--- src/rtl/t05_huff_pkg.sv ---
// t05_huff_pkg: shared types and constants for the Huffman tree-building stages
package t05_huff_pkg;
  typedef enum logic [2:0] {S_IDLE, S_CHECK, S_WIPE1, S_WIPE2, S_NODE, S_SUMW, S_DONE} state_e;
  localparam logic [8:0] NONE_IDX = 9'd384;
  localparam logic [9:0] SUM_BASE = 10'd256;
  localparam logic [9:0] NODE_BASE = 10'd512;
  localparam int NODE_MAX = 128;
  typedef struct packed {
    logic [8:0] left;
    logic [8:0] right;
    logic [45:0] weight;
  } node_rec_t;
  // leaves live at their char address, internal nodes in the sum-slot region
  function automatic logic [9:0] entry_addr(input logic [8:0] e);
    return e[8] ? SUM_BASE + {2'b0, e[7:0]} : {2'b0, e[7:0]};
  endfunction
endpackage

--- src/rtl/t05_sram_wr_port.sv ---
// t05_sram_wr_port: holds one SRAM write request stable until acked; done pulses the cycle after ack
module t05_sram_wr_port #(
  parameter int AW = 10,
  parameter int DW = 64
) (
  input  logic          clk,
  input  logic          rst,
  input  logic          clr,
  input  logic          req,
  input  logic [AW-1:0] req_addr,
  input  logic [DW-1:0] req_data,
  input  logic          mem_ack,
  output logic          mem_wr_en,
  output logic [AW-1:0] mem_addr,
  output logic [DW-1:0] mem_wdata,
  output logic          done
);
  logic wr_en_q, wr_en_d, done_q, done_d;
  logic [AW-1:0] addr_q, addr_d;
  logic [DW-1:0] data_q, data_d;
  always_comb begin
    wr_en_d = clr ? 1'b0 : req ? 1'b1 : wr_en_q && !mem_ack;
    done_d = !clr && wr_en_q && mem_ack;
    addr_d = req ? req_addr : addr_q;
    data_d = req ? req_data : data_q;
  end
  always_ff @(posedge clk or posedge rst)
    if (rst) begin
      wr_en_q <= 1'b0;
      done_q <= 1'b0;
      addr_q <= '0;
      data_q <= '0;
    end else begin
      wr_en_q <= wr_en_d;
      done_q <= done_d;
      addr_q <= addr_d;
      data_q <= data_d;
    end
  assign mem_wr_en = wr_en_q;
  assign mem_addr = addr_q;
  assign mem_wdata = data_q;
  assign done = done_q;
endmodule

--- src/rtl/t05_htree_node_builder.sv ---
// t05_htree_node_builder: Huffman merge stage - wipes the two consumed entries, writes a node record and a new sum slot.
// Define T05_HTREE_SUM_SAT_EN to saturate the 46-bit node weight and flag sum_sat.
module t05_htree_node_builder
  import t05_huff_pkg::*;
#(
  parameter logic [3:0] STATE_ID = 4'd3
) (
  input  logic        clk,
  input  logic        rst,
  input  logic [3:0]  en_state,
  input  logic [8:0]  least1,
  input  logic [8:0]  least2,
  input  logic [63:0] sum,
  output logic        mem_wr_en,
  output logic [9:0]  mem_addr,
  output logic [63:0] mem_wdata,
  input  logic        mem_ack,
  output logic        fin_state,
  output logic        tree_done,
  output logic [8:0]  root_node,
  output logic [7:0]  node_count,
  output logic        err_overflow,
  output logic        sum_sat
);
  state_e state_q, state_d;
  logic [8:0] l1_q, l1_d, l2_q, l2_d, root_q, root_d;
  logic [63:0] sum_q, sum_d, req_data;
  logic [7:0] count_q, count_d;
  logic tree_done_q, tree_done_d, err_q, err_d, sat_q, sat_d, fin_q, fin_d;
  logic active, req, wp_done, ovf;
  logic [9:0] req_addr;
  node_rec_t rec;
`ifdef T05_HTREE_SUM_SAT_EN
  assign ovf = |sum_q[63:46];
`else
  assign ovf = 1'b0;
`endif
  assign active = en_state == STATE_ID;
  always_comb begin
    rec.left = l1_q;
    rec.right = l2_q;
    rec.weight = ovf ? '1 : sum_q[45:0];
    // request is issued from the state preceding the write it belongs to
    req_addr = state_q == S_CHECK ? entry_addr(l1_q) :
               state_q == S_WIPE1 ? entry_addr(l2_q) :
               state_q == S_WIPE2 ? NODE_BASE + {2'b0, count_q} : SUM_BASE + {2'b0, count_q};
    req_data = state_q == S_WIPE2 ? rec : state_q == S_NODE ? sum_q : '0;
  end
  always_comb begin
    state_d = state_q;
    l1_d = l1_q;
    l2_d = l2_q;
    sum_d = sum_q;
    root_d = root_q;
    count_d = count_q;
    tree_done_d = tree_done_q;
    err_d = err_q;
    sat_d = sat_q;
    req = 1'b0;
    if (!active) state_d = S_IDLE;
    else
      case (state_q)
        S_IDLE: begin
          l1_d = least1;
          l2_d = least2;
          sum_d = sum;
          state_d = S_CHECK;
        end
        S_CHECK:
          if (tree_done_q) state_d = S_DONE;
          else if (l2_q == NONE_IDX) begin
            tree_done_d = 1'b1;
            root_d = l1_q;
            state_d = S_DONE;
          end else if (count_q == 8'(NODE_MAX)) begin
            err_d = 1'b1;
            state_d = S_DONE;
          end else begin
            req = 1'b1;
            state_d = S_WIPE1;
          end
        S_WIPE1:
          if (wp_done) begin
            req = 1'b1;
            state_d = S_WIPE2;
          end
        S_WIPE2:
          if (wp_done) begin
            req = 1'b1;
            sat_d = sat_q | ovf;
            state_d = S_NODE;
          end
        S_NODE:
          if (wp_done) begin
            req = 1'b1;
            state_d = S_SUMW;
          end
        S_SUMW:
          if (wp_done) begin
            count_d = count_q + 8'd1;
            state_d = S_DONE;
          end
        default: state_d = state_q;
      endcase
    fin_d = active && state_d == S_DONE;
  end
  always_ff @(posedge clk or posedge rst)
    if (rst) begin
      state_q <= S_IDLE;
      l1_q <= '0;
      l2_q <= '0;
      sum_q <= '0;
      root_q <= NONE_IDX;
      count_q <= '0;
      tree_done_q <= 1'b0;
      err_q <= 1'b0;
      sat_q <= 1'b0;
      fin_q <= 1'b0;
    end else begin
      state_q <= state_d;
      l1_q <= l1_d;
      l2_q <= l2_d;
      sum_q <= sum_d;
      root_q <= root_d;
      count_q <= count_d;
      tree_done_q <= tree_done_d;
      err_q <= err_d;
      sat_q <= sat_d;
      fin_q <= fin_d;
    end
  t05_sram_wr_port #(.AW(10), .DW(64)) u_wr_port (
    .clk(clk),
    .rst(rst),
    .clr(!active),
    .req(req),
    .req_addr(req_addr),
    .req_data(req_data),
    .mem_ack(mem_ack),
    .mem_wr_en(mem_wr_en),
    .mem_addr(mem_addr),
    .mem_wdata(mem_wdata),
    .done(wp_done)
  );
  assign fin_state = fin_q;
  assign tree_done = tree_done_q;
  assign root_node = root_q;
  assign node_count = count_q;
  assign err_overflow = err_q;
  assign sum_sat = sat_q;
endmodule

--- config.mk ---
export PLATFORM = sky130hd
export DESIGN_NAME = t05_htree_node_builder
export DESIGN_NICKNAME = d
export VERILOG_FILES = /design/src/rtl/t05_huff_pkg.sv /design/src/rtl/t05_sram_wr_port.sv /design/src/rtl/t05_htree_node_builder.sv
export SDC_FILE = /design/constraint.sdc
export NUM_CORES = 1
export LEC_CHECK = 0
export BUFFER_PORTS_ARGS = -buffer_cell sky130_fd_sc_hd__buf_2
export CAP_MARGIN = 40
export CORE_MARGIN = 3
export CORE_UTILIZATION = 58
export DETAILED_ROUTE_END_ITERATION = 7
export PLACE_DENSITY = 0.91
export SYNTH_ARGS = -nofsm -noshare
export SYNTH_HDL_FRONTEND = slang
export SYNTH_HIERARCHICAL = 1
export SYNTH_SLANG_ARGS = --single-unit
--- constraint.sdc ---
create_clock -name clk -period 8.8 [get_ports clk]
set_clock_uncertainty 0.1 [all_clocks]
set_input_delay 0.88 -clock clk [delete_from_list [all_inputs] [get_ports clk]]
set_output_delay 0.88 -clock clk [all_outputs]
set_load 0.03 [all_outputs]
-- Word-level counts from Yosys, hierarchy flattened
Index checks and enable logic that the tools add are counted.
Widths: inputs -> output; s select.
- output and inout port bits: 96
- word-level logic and storage cells: 67
- input port bits: 89
- bits in registers: 181
- $add $sub $neg: 5
- bitwise gates (word level): 2
- equal/unequal tests: 9
- reductions and logical operators: 12
- mux-type cells: 26
- operators by type and width (operator ; number):
    $mux 64 ; 2
    $mux 10 ; 5
    $add 9x8->10 const A ; 3
    $mux 3 ; 8
    $pmux 3 s6 ; 1
    $add 10x8->10 const A ; 1
    $eq 3x3->1 const B ; 3
    $eq 9x9->1 const B ; 1
    $mux 1 ; 9
    $add 8x1->8 const B ; 1
    $eq 8x8->1 const B ; 1
    $eq 3x2->1 const B ; 2
    $reduce_and 5->1 ; 1
    $eq 4x2->1 const B ; 1
    $logic_and 1x1->1 ; 4
    $reduce_and 2->1 ; 2
    $reduce_and 4->1 ; 1
    $eq 3x1->1 const B ; 1
    $logic_not 3->1 ; 1
    $reduce_and 3->1 ; 1
    $reduce_or 3->1 ; 1
    $not 1->1 ; 2
    $pmux 1 s2 ; 1
    $logic_not 1->1 ; 1

-- Longest topological paths before layout
Gate-level depths: netlist of the first run.
- word-level depth: 8
- gate-level depth with buffers: 10
- depth with buffers taken out: 8

-- Hierarchy
The synthesis of the first run kept the hierarchy.
- modules (own cells, without submodules) (module ; instances ; area an instance (sq um) ; cells an instance):
    t05_htree_node_builder ; 1 ; 4932.2 ; 392
    t05_sram_wr_port ; 1 ; 3022.9 ; 164

-- Least setup slack after synthesis of the first run
Ideal clock, no wire load.
- path kind: register to register
- start point: register count_q[0] (netlist: node_count[0])
- end point: register u_wr_port.addr_q[0] (netlist: u_wr_port/mem_addr[0])
- clock period less this slack: 2.715 ns
- library setup time: 0.125 ns
- cell stages (with the launch flop): 10
- setup slack: 6.085 ns
- data arrival time: 2.490 ns
- buffers on the path: 2
- cell sequence: dfrtp_1 inv_1 ha_1 nand2_1 nor4_2 or4_1 a211oi_1 buf_6 buf_6 mux2_4
- cells in the longest elaborated chain, start to end: 6
- elaborated cells on any way between the ends: 11
- RTL lines (what ; RTL line ; text):
    from (decl) ; t05_htree_node_builder.sv:28 ; logic [7:0] count_q, count_d;
    from (signal assigned) ; t05_htree_node_builder.sv:125 ; count_q <= count_d;
    $eq 8x8->1 ; t05_htree_node_builder.sv:75 ; end else if (count_q == 8'(NODE_MAX)) begin
    $mux 1 ; t05_htree_node_builder.sv:75 ;
    $mux 1 ; t05_htree_node_builder.sv:71 ; else if (l2_q == NONE_IDX) begin
    $mux 1 ; t05_htree_node_builder.sv:70 ; if (tree_done_q) state_d = S_DONE;
    $pmux 1 s2 ; t05_htree_node_builder.sv:62 ; case (state_q)
    $mux 1 ; t05_htree_node_builder.sv:60 ; if (!active) state_d = S_IDLE;
    via req ; t05_htree_node_builder.sv:30 ; logic active, req, wp_done, ovf;
    to (signal assigned) ; t05_sram_wr_port.sv:36 ; addr_q <= addr_d;
    to (decl) ; t05_sram_wr_port.sv:19 ; logic [AW-1:0] addr_q, addr_d;
The timed path passes the listed nets, and every way through them passes these cells.
A chain may end at the register's enable or synchronous reset.

-- Worst setup path in the final report of the first run
- start point: register count_q[0] (netlist: node_count[0])
- end point: register u_wr_port.data_q[2] (netlist: u_wr_port/mem_wdata[2])
- cells in the longest elaborated chain, start to end: 6
- RTL lines (what ; RTL line ; text):
    $eq 8x8->1 ; t05_htree_node_builder.sv:75 ;
    $mux 1 ; t05_htree_node_builder.sv:75 ;
    $mux 1 ; t05_htree_node_builder.sv:71 ;
    $mux 1 ; t05_htree_node_builder.sv:70 ;
    $pmux 1 s2 ; t05_htree_node_builder.sv:62 ;
    $mux 1 ; t05_htree_node_builder.sv:60 ;
    via req ; t05_htree_node_builder.sv:30 ;
    to (signal assigned) ; t05_sram_wr_port.sv:37 ; data_q <= data_d;
    to (decl) ; t05_sram_wr_port.sv:20 ; logic [DW-1:0] data_q, data_d;
The timed path passes the listed nets, and every way through them passes these cells.

==> results of run 1 <==
cells in the final DEF, fill, tap and decap left out, types with 7 or more instances in the layout:
| cell | instances |
|---|---|
| mux2_4 | 58 |
| xnor2_1 | 7 |
| nor2_1 | 9 |
| buf_2 | 183 |
| o22ai_1 | 8 |
| dfrtp_1 | 179 |
| a22o_1 | 18 |
| o21ai_0 | 11 |
| a21oi_1 | 12 |
| or3_1 | 9 |
| and2_1 | 46 |
| inv_1 | 7 |
| mux2_2 | 107 |
| clkbuf_16 | 17 |
worst paths after layout:
check / startpoint / to / cells past startpoint
setup reg to reg: node_count[0]$_DFFE_PP0P_ / u_wr_port/mem_wdata[2]$_DFFE_PP0P_ / 9
setup / recovery: node_count[0]$_DFFE_PP0P_ / u_wr_port/mem_wdata[2]$_DFFE_PP0P_ / 9
min in group clk: sum_q[2]$_DFFE_PP0P_ / sum_q[2]$_DFFE_PP0P_ / 1
max in group asynchronous: rst / sum_q[62]$_DFFE_PP0P_ / 3
hold reg to reg: sum_q[2]$_DFFE_PP0P_ / sum_q[2]$_DFFE_PP0P_ / 1
hold / removal: rst / u_wr_port/mem_wdata[38]$_DFFE_PP0P_ / 3
cells by family (layout without fill, tap and decap cells):
group	count (synthesis)	count (layout)	share of synthesized area [%]
AND/OR/NAND/NOR	96	96	7.57
adder cells (fa/ha/maj)	2	2	0.315
buffers and inverters	45	230	3.21
AO/OA/AOI/OAI	58	58	4.92
flip-flops	181	181	57.0
multiplexers	165	165	26.1
XOR/XNOR	8	8	0.881
other	1	3	0.0471
per-stage QoR:
| step | utilization [%] | worst slack, ns | total power [mW] | cell area, um2 | std cells |
|---|---|---|---|---|---|
| floorplan | - | 5.06 | 1.09 | 7960 | 556 |
| global placement | 66.9 | 5.00 | 1.15 | 8940 | 885 |
| detailed placement | 67.4 | 4.90 | 1.17 | 8990 | 887 |
| CTS | 71.8 | 5.20 | 1.93 | 9580 | 917 |
| global route | 71.8 | 5.03 | 1.99 | 9580 | 918 |
| finish | 71.8 | 5.16 | 1.91 | 9580 | 919 |
flip-flops by register name, indices dropped and copies added, names as in the netlist:
signal	count
u_wr_port/mem_addr	10
tree_done	1
l1_q	9
u_wr_port/done	1
err_overflow	1
l2_q	9
root_node	9
node_count	8
fin_state	1
sum_q	64
state_q	3
u_wr_port/mem_wdata	64
u_wr_port/mem_wr_en	1
cells in the mapped netlist, types with 2 or more instances:
| cell type | instances |
|---|---|
| inv_1 | 9 |
| or3_1 | 9 |
| mux2_4 | 58 |
| nor3_1 | 4 |
| nand2b_1 | 3 |
| o22ai_1 | 8 |
| nand3_1 | 4 |
| xnor2_1 | 7 |
| nand2_1 | 5 |
| nor2_1 | 9 |
| buf_4 | 2 |
| a21oi_1 | 12 |
| clkbuf_1 | 11 |
| dfrtp_1 | 179 |
| buf_6 | 8 |
| nor3_4 | 2 |
| mux2_2 | 107 |
| dfstp_2 | 2 |
| and2_1 | 46 |
| nand4_1 | 2 |
| buf_2 | 14 |
| a31oi_1 | 2 |
| o21ai_0 | 11 |
| ha_1 | 2 |
| a22o_1 | 18 |
layer usage:
layer  vias to the layer above  part of all wire [%]  track usage (%)
li1                       2305                     -                -
met5                         -                 0.061                0
met3                        48                   6.8             6.22
met1                      2652                    40             31.7
met2                       214                    50             39.9
met4                         2                   3.2             11.3
power by group:
part	leakage [nW]	switching, mW	total [mW]	internal, mW
Clock	0.291	0.307	0.764	0.457
Sequential	2.35	0.0623	0.985	0.923
Combinational	2.27	0.0696	0.166	0.0964
cell type report:
class                   instances  area share [%]
diodes                          2          0.0522
clock buffers                  20            4.77
clock inverters                10            1.37
inverters                       9           0.392
multi-input cells             330            33.2
flip-flops and latches        181            47.3
well taps                     176            2.30
repair buffers                191            10.6
worst min-delay path, delay by kind of cell:
family	cells	cell delay [ns]
buffers and inverters	3	0.38
==> flow_metrics.tcl, run 1 <==
set metrics [dict create \
    drtIter0Drc 475 \
    die_y_um 123 \
    timing_worst_setup_path_type "reg -> reg" \
    io_buffers 183 \
    grt_pass1_vias 5471 \
    nNetsFinal 821 \
    max_cap_viol_count 0 \
    syn_avg_cell_area_um2 14.3 \
    start_util_pct 59.6 \
    r2r_slack_ns 5.16 \
    async_flop_share_pct 100 \
    syn_nets 647 \
    place_hpwl_um 12400 \
    path_clk_slew_ns 0.06 \
    slew-limit-headroom_pct 43.6 \
    grt_usage_pct 24.7 \
    grt_pass1_wl_um 28600 \
    finalMaxSlewViolations 0 \
    holdCritPathClass "in -> async" \
    clk_path_buf_depth 2 \
    htree_levels 4 \
    cts_num_sinks 181 \
    rows 42 \
    yosys-top-cells-area "dfrtp_1 (56%), mux2_2 (15%), mux2_4 (11%), and2_1 (3.6%), a22o_1 (2.0%)" \
    critPathMaxFanout 43 \
    syn_inst 556 \
    place_congestion 0.885 \
    peakVddDrop_mv 0.144 \
    p_leak_nw 4.91 \
    fin_hold_ws_ns 0.381 \
    setup_viol 0 \
    synth_edf_count 0 \
    drive_above_1_share_pct 53.4 \
    critical-path-top-delay-family "buffers and inverters" \
    final-seq-area_um2 4530 \
    grt-ovfl-total 0 \
    critPathLaunchType "register" \
    cts.root.buffer_cell "clkbuf_16" \
    area_growth_syn_to_layout_pct 20.5 \
    clkLatencyLatePin_ns 0.43 \
    drtPass1Iterations 5 \
    netlist_area_um2 7960 \
    cts_buffers 17 \
    timing.fmax_ghz 0.275 \
    die_w_um 123 \
    crit_buf_inv 3 \
    grt_setup_unrepaired "false" \
    yosys.area.top_type_share_pct 56.3 \
    cp-end-kind "register" \
    num-fill-cells 884 \
    wirelength_um 18100 \
    setup_tns_ns 0 \
    path_common_cell "buf_4" \
    ios 185 \
    min_period_ns 3.64 \
    multi_input_area_um2 3190 \
    via_per_inst 5.68 \
    worst_pin_slew_ns 0.843 \
    hold_viol 0 \
    power.density_nw_per_um2 200 \
    cp.required_ns 9.00 \
    status "complete, no violations" \
    wl_per_cell_um 19.7 \
    vias 5221 \
    drc 0 \
    yosysSeqAreaShare_pct 57.0 \
    cts_setup_buffers 0 \
    max_stage_delay_ns 0.70 \
    tritoncts "built" \
    die-area_um2 15200 \
    finalCritPeriodShare_pct 41.3 \
    holdBufCountCts 0 \
    ys_ff_latch 181 \
    final_antenna_net_count 0 \
    path_cells "inv_1 > ha_1 > nand2_1 > nor4_2 > or4_1 > a211oi_4 > buf_4 > buf_4 > mux2_2" \
    synth_ff_type "dfrtp_1" \
    arrival_ns 3.84 \
    cts_resized 0 \
    yosys.area.top_type "dfrtp_1" \
    synth_cell_type_count 47 \
    antenna_found_initial 2 \
    core_area_um2 13300 \
    crit_slowest_cell "buf_4" \
    ys_warn_count 6 \
    grt_max_degree 65 \
]
Note: power is estimated with default switching activity, not from simulation.
==> run 2: changes to the inputs <==
Settings changed: ABC_AREA set to 1, CORE_UTILIZATION 58 to 49, PLACE_DENSITY 0.91 to 0.82.
Clock period 8.8 ns to 3 ns, I/O delays scaled along.
==> run 2 against run 1 <==
Via count grew 25%. Utilization shrank 11 points. Cell count grew 48%. Clock power grew to 3.0 times the previous value. Synthesized cell count grew 69%. Hold slack lost 0.36 ns. Design area grew 5.6%. Sequential share of layout area shrank 2.5 points. Wire length grew 6.1%. Critical path depth shrank 2. Setup slack lost 4.4 ns. Highest routed layer is now met4.
==> flow_metrics.tcl, run 2 <==
set metrics [dict create \
    status "complete, no violations" \
    final_antenna_net_count 0 \
    cp.required_ns 3.18 \
    cp-end-kind "register" \
    grt_pass1_vias 6258 \
    grt_setup_unrepaired "false" \
    r2r_start "state_q[2]$_DFF_PP0_" \
    holdCritStartpoint "sum[49]" \
    core_area_um2 16600 \
    synth_cell_type_count 30 \
    peakVddDrop_mv 0.397 \
    timing_worst_setup_path_type "reg -> reg" \
    syn_inst 938 \
    antenna_found_initial 0 \
    wl_per_cell_um 14.1 \
    p_leak_nw 5.23 \
    cts.root.buffer_cell "clkbuf_16" \
    netlist_area_um2 8370 \
    p_comb_share_pct 9.7 \
    vias 6543 \
    place_hpwl_um 13200 \
    io_buffers 183 \
    via_per_inst 4.81 \
    power_frac_seq_pct 48.8 \
    clk_path_buf_depth 2 \
    crit_start "state_q[2]$_DFF_PP0_" \
    clkLatencyLatePin_ns 0.42 \
    place_congestion 0.894 \
    critPathLaunchType "register" \
    syn_avg_cell_area_um2 8.92 \
    power.density_nw_per_um2 555 \
    layout_commonest_cell "buf_2" \
    swShare_pct 24.7 \
    min_period_ns 2.23 \
    final_cell_mix "buf_2 (183), dfrtp_1 (179), inv_1 (177)" \
    drtPass1Iterations 4 \
    path_clk_slew_ns 0.07 \
    drc 0 \
    power.internal_mw 4.23 \
    power_switching_mw 1.39 \
    setup_viol 0 \
    slew-limit-headroom_pct 41.2 \
    grt_pass1_wl_um 31100 \
    utilization_pct 60.8 \
    htree_levels 4 \
    rows 47 \
    die_w_um 137 \
    yosys-top-cells-area "dfrtp_1 (54%), inv_1 (8.0%), nand2_1 (7.0%), a21oi_2 (6.7%), o21ai_0 (6.5%)" \
    finalMaxSlewViolations 0 \
    die_y_um 137 \
    start_util_pct 50.3 \
    tritoncts "built" \
    drive_above_1_share_pct 28.6 \
    grt_usage_pct 21.1 \
    grt-ovfl-total 0 \
    yosysSeqAreaShare_pct 54.2 \
    ys_warn_count 6 \
    ios 185 \
    hold_viol 0 \
    wirelength_um 19200 \
    drtIter0Drc 452 \
    p_clk_share_pct 41.5 \
    finalCritPeriodShare_pct 74.4 \
    r2r_slack_ns 0.77 \
    syn_nets 1029 \
    holdCritPathClass "in -> reg" \
    die-area_um2 18700 \
    cts_setup_buffers 0 \
    yosys.area.top_type "dfrtp_1" \
    synth_edf_count 0 \
    max_cap_viol_count 0 \
    arrival_ns 2.41 \
    synth_commonest_cells "dfrtp_1 (179), inv_1 (179), nand2_1 (157), nor2_1 (123), o21ai_0 (109)" \
    worst_pin_slew_ns 0.882 \
    cts_buffers 17 \
    critPathMaxFanout 149 \
    grt_max_degree 150 \
    yosys.area.top_type_share_pct 53.5 \
    cts_num_sinks 181 \
    async_flop_share_pct 100 \
    synth_ff_type "dfrtp_1" \
    ys_ff_latch 181 \
    setup_tns_ns 0 \
    area_growth_syn_to_layout_pct 20.9 \
    nNetsFinal 1217 \
    timing.fmax_ghz 0.448 \
]
==> run 2: cell count changes after synthesis, sizes merged, moves of 8 or more <==
cell,change
inv,+173
mux2,-165
o22ai,-8
and2,-46
o21ai,+126
a21oi,+55
nand3,+9
nor2,+118
a22o,-18
o211ai,+9
buf,+15
nand2,+151
or3,-9
==> run 2: metal layers <==
layer | vias up | wire length [um] | global-route usage [%]
met1 | 3039 | 8470 | 28.2
met3 | 43 | 1030 | 4.63
met4 | 0 | 619 | 8.45
met5 | - | 0 | 0
li1 | 3267 | - | -
met2 | 194 | 9070 | 33.5
==> run 2: cell type report <==
class                           instances  area [um2]
Tap cell                              220         275
Inverter                              182         688
Multi-Input combinational cell        530        2760
Fill cell                            1402        6530
Clock inverter                         13         168
Clock buffer                           19         453
Timing Repair Buffer                  214        1240
Sequential cell                       181        4530
Antenna cell                            1        2.50
==> run 2: what timing repair did <==
action | CTS | global route
hold buffers | 21 | 0
gates resized for setup | 0 | 0
endpoints found under the hold margin | 80 | 0
==> run 2: cell families (layout without fill, tap and decap cells) <==
kind of cell / Yosys count / after routing / synth area share [%]
and+or+nand+nor: 308 / 308 / 15.0
buffers and inverters: 227 / 428 / 13.1
AOI/OAI and AO/OA: 214 / 214 / 16.9
DFF: 181 / 181 / 54.2
xor gates and xnor gates: 5 / 5 / 0.523
adders and majority gates: 2 / 2 / 0.299
other: 1 / 2 / 0.0448
==> run 2: final timing paths <==
path / to / cells past startpoint
max: u_wr_port/mem_wdata[42]$_DFFE_PP0P_ / 7
min: sum_q[49]$_DFFE_PP0P_ / 3
max reg2reg: u_wr_port/mem_wdata[42]$_DFFE_PP0P_ / 7
min reg2reg: root_node[2]$_DFFE_PP0P_ / 2
max in group asynchronous: u_wr_port/mem_wdata[6]$_DFFE_PP0P_ / 4
min in group asynchronous: sum_q[37]$_DFFE_PP0P_ / 3
==> run 2: power groups by stage <==
| stage | clock network (mW) | logic [mW] | registers (mW) |
|---|---|---|---|
| 2_1_floorplan | 0 | 0.390 | 2.75 |
| 3_3_place_gp | 0 | 0.508 | 2.78 |
| 3_5_place_dp | 0 | 0.528 | 2.79 |
| 4_1_cts | 2.38 | 0.552 | 2.74 |
| 5_1_grt | 2.50 | 0.616 | 2.76 |
| 6_report | 2.33 | 0.545 | 2.74 |
==> run 2: metrics by stage <==
step / setup slack [ns] / instance area [um2] / total power [mW] / instances / hold slack, ns
global placement: 0.935 / 9280 / 3.29 / 1306 / 0.288
floorplan: 0.662 / 8370 / 3.14 / 938 / 0.326
global route: 0.576 / 10100 / 5.87 / 1359 / 0.00463
detailed placement: 0.807 / 9280 / 3.31 / 1306 / 0.283
finish: 0.767 / 10100 / 5.62 / 1360 / 0.0167
CTS: 0.789 / 10100 / 5.67 / 1359 / 0.000862
==> run 2: critical path, stage by stage, from the launching register on <==
cell and delay [ns]:
dfrtp_1 0.43, inv_2 0.19, nand3_4 0.21, nor2_4 0.23, nand3_1 0.15, o21ai_4 0.10
buf_12 0.41, o21ai_0 0.19
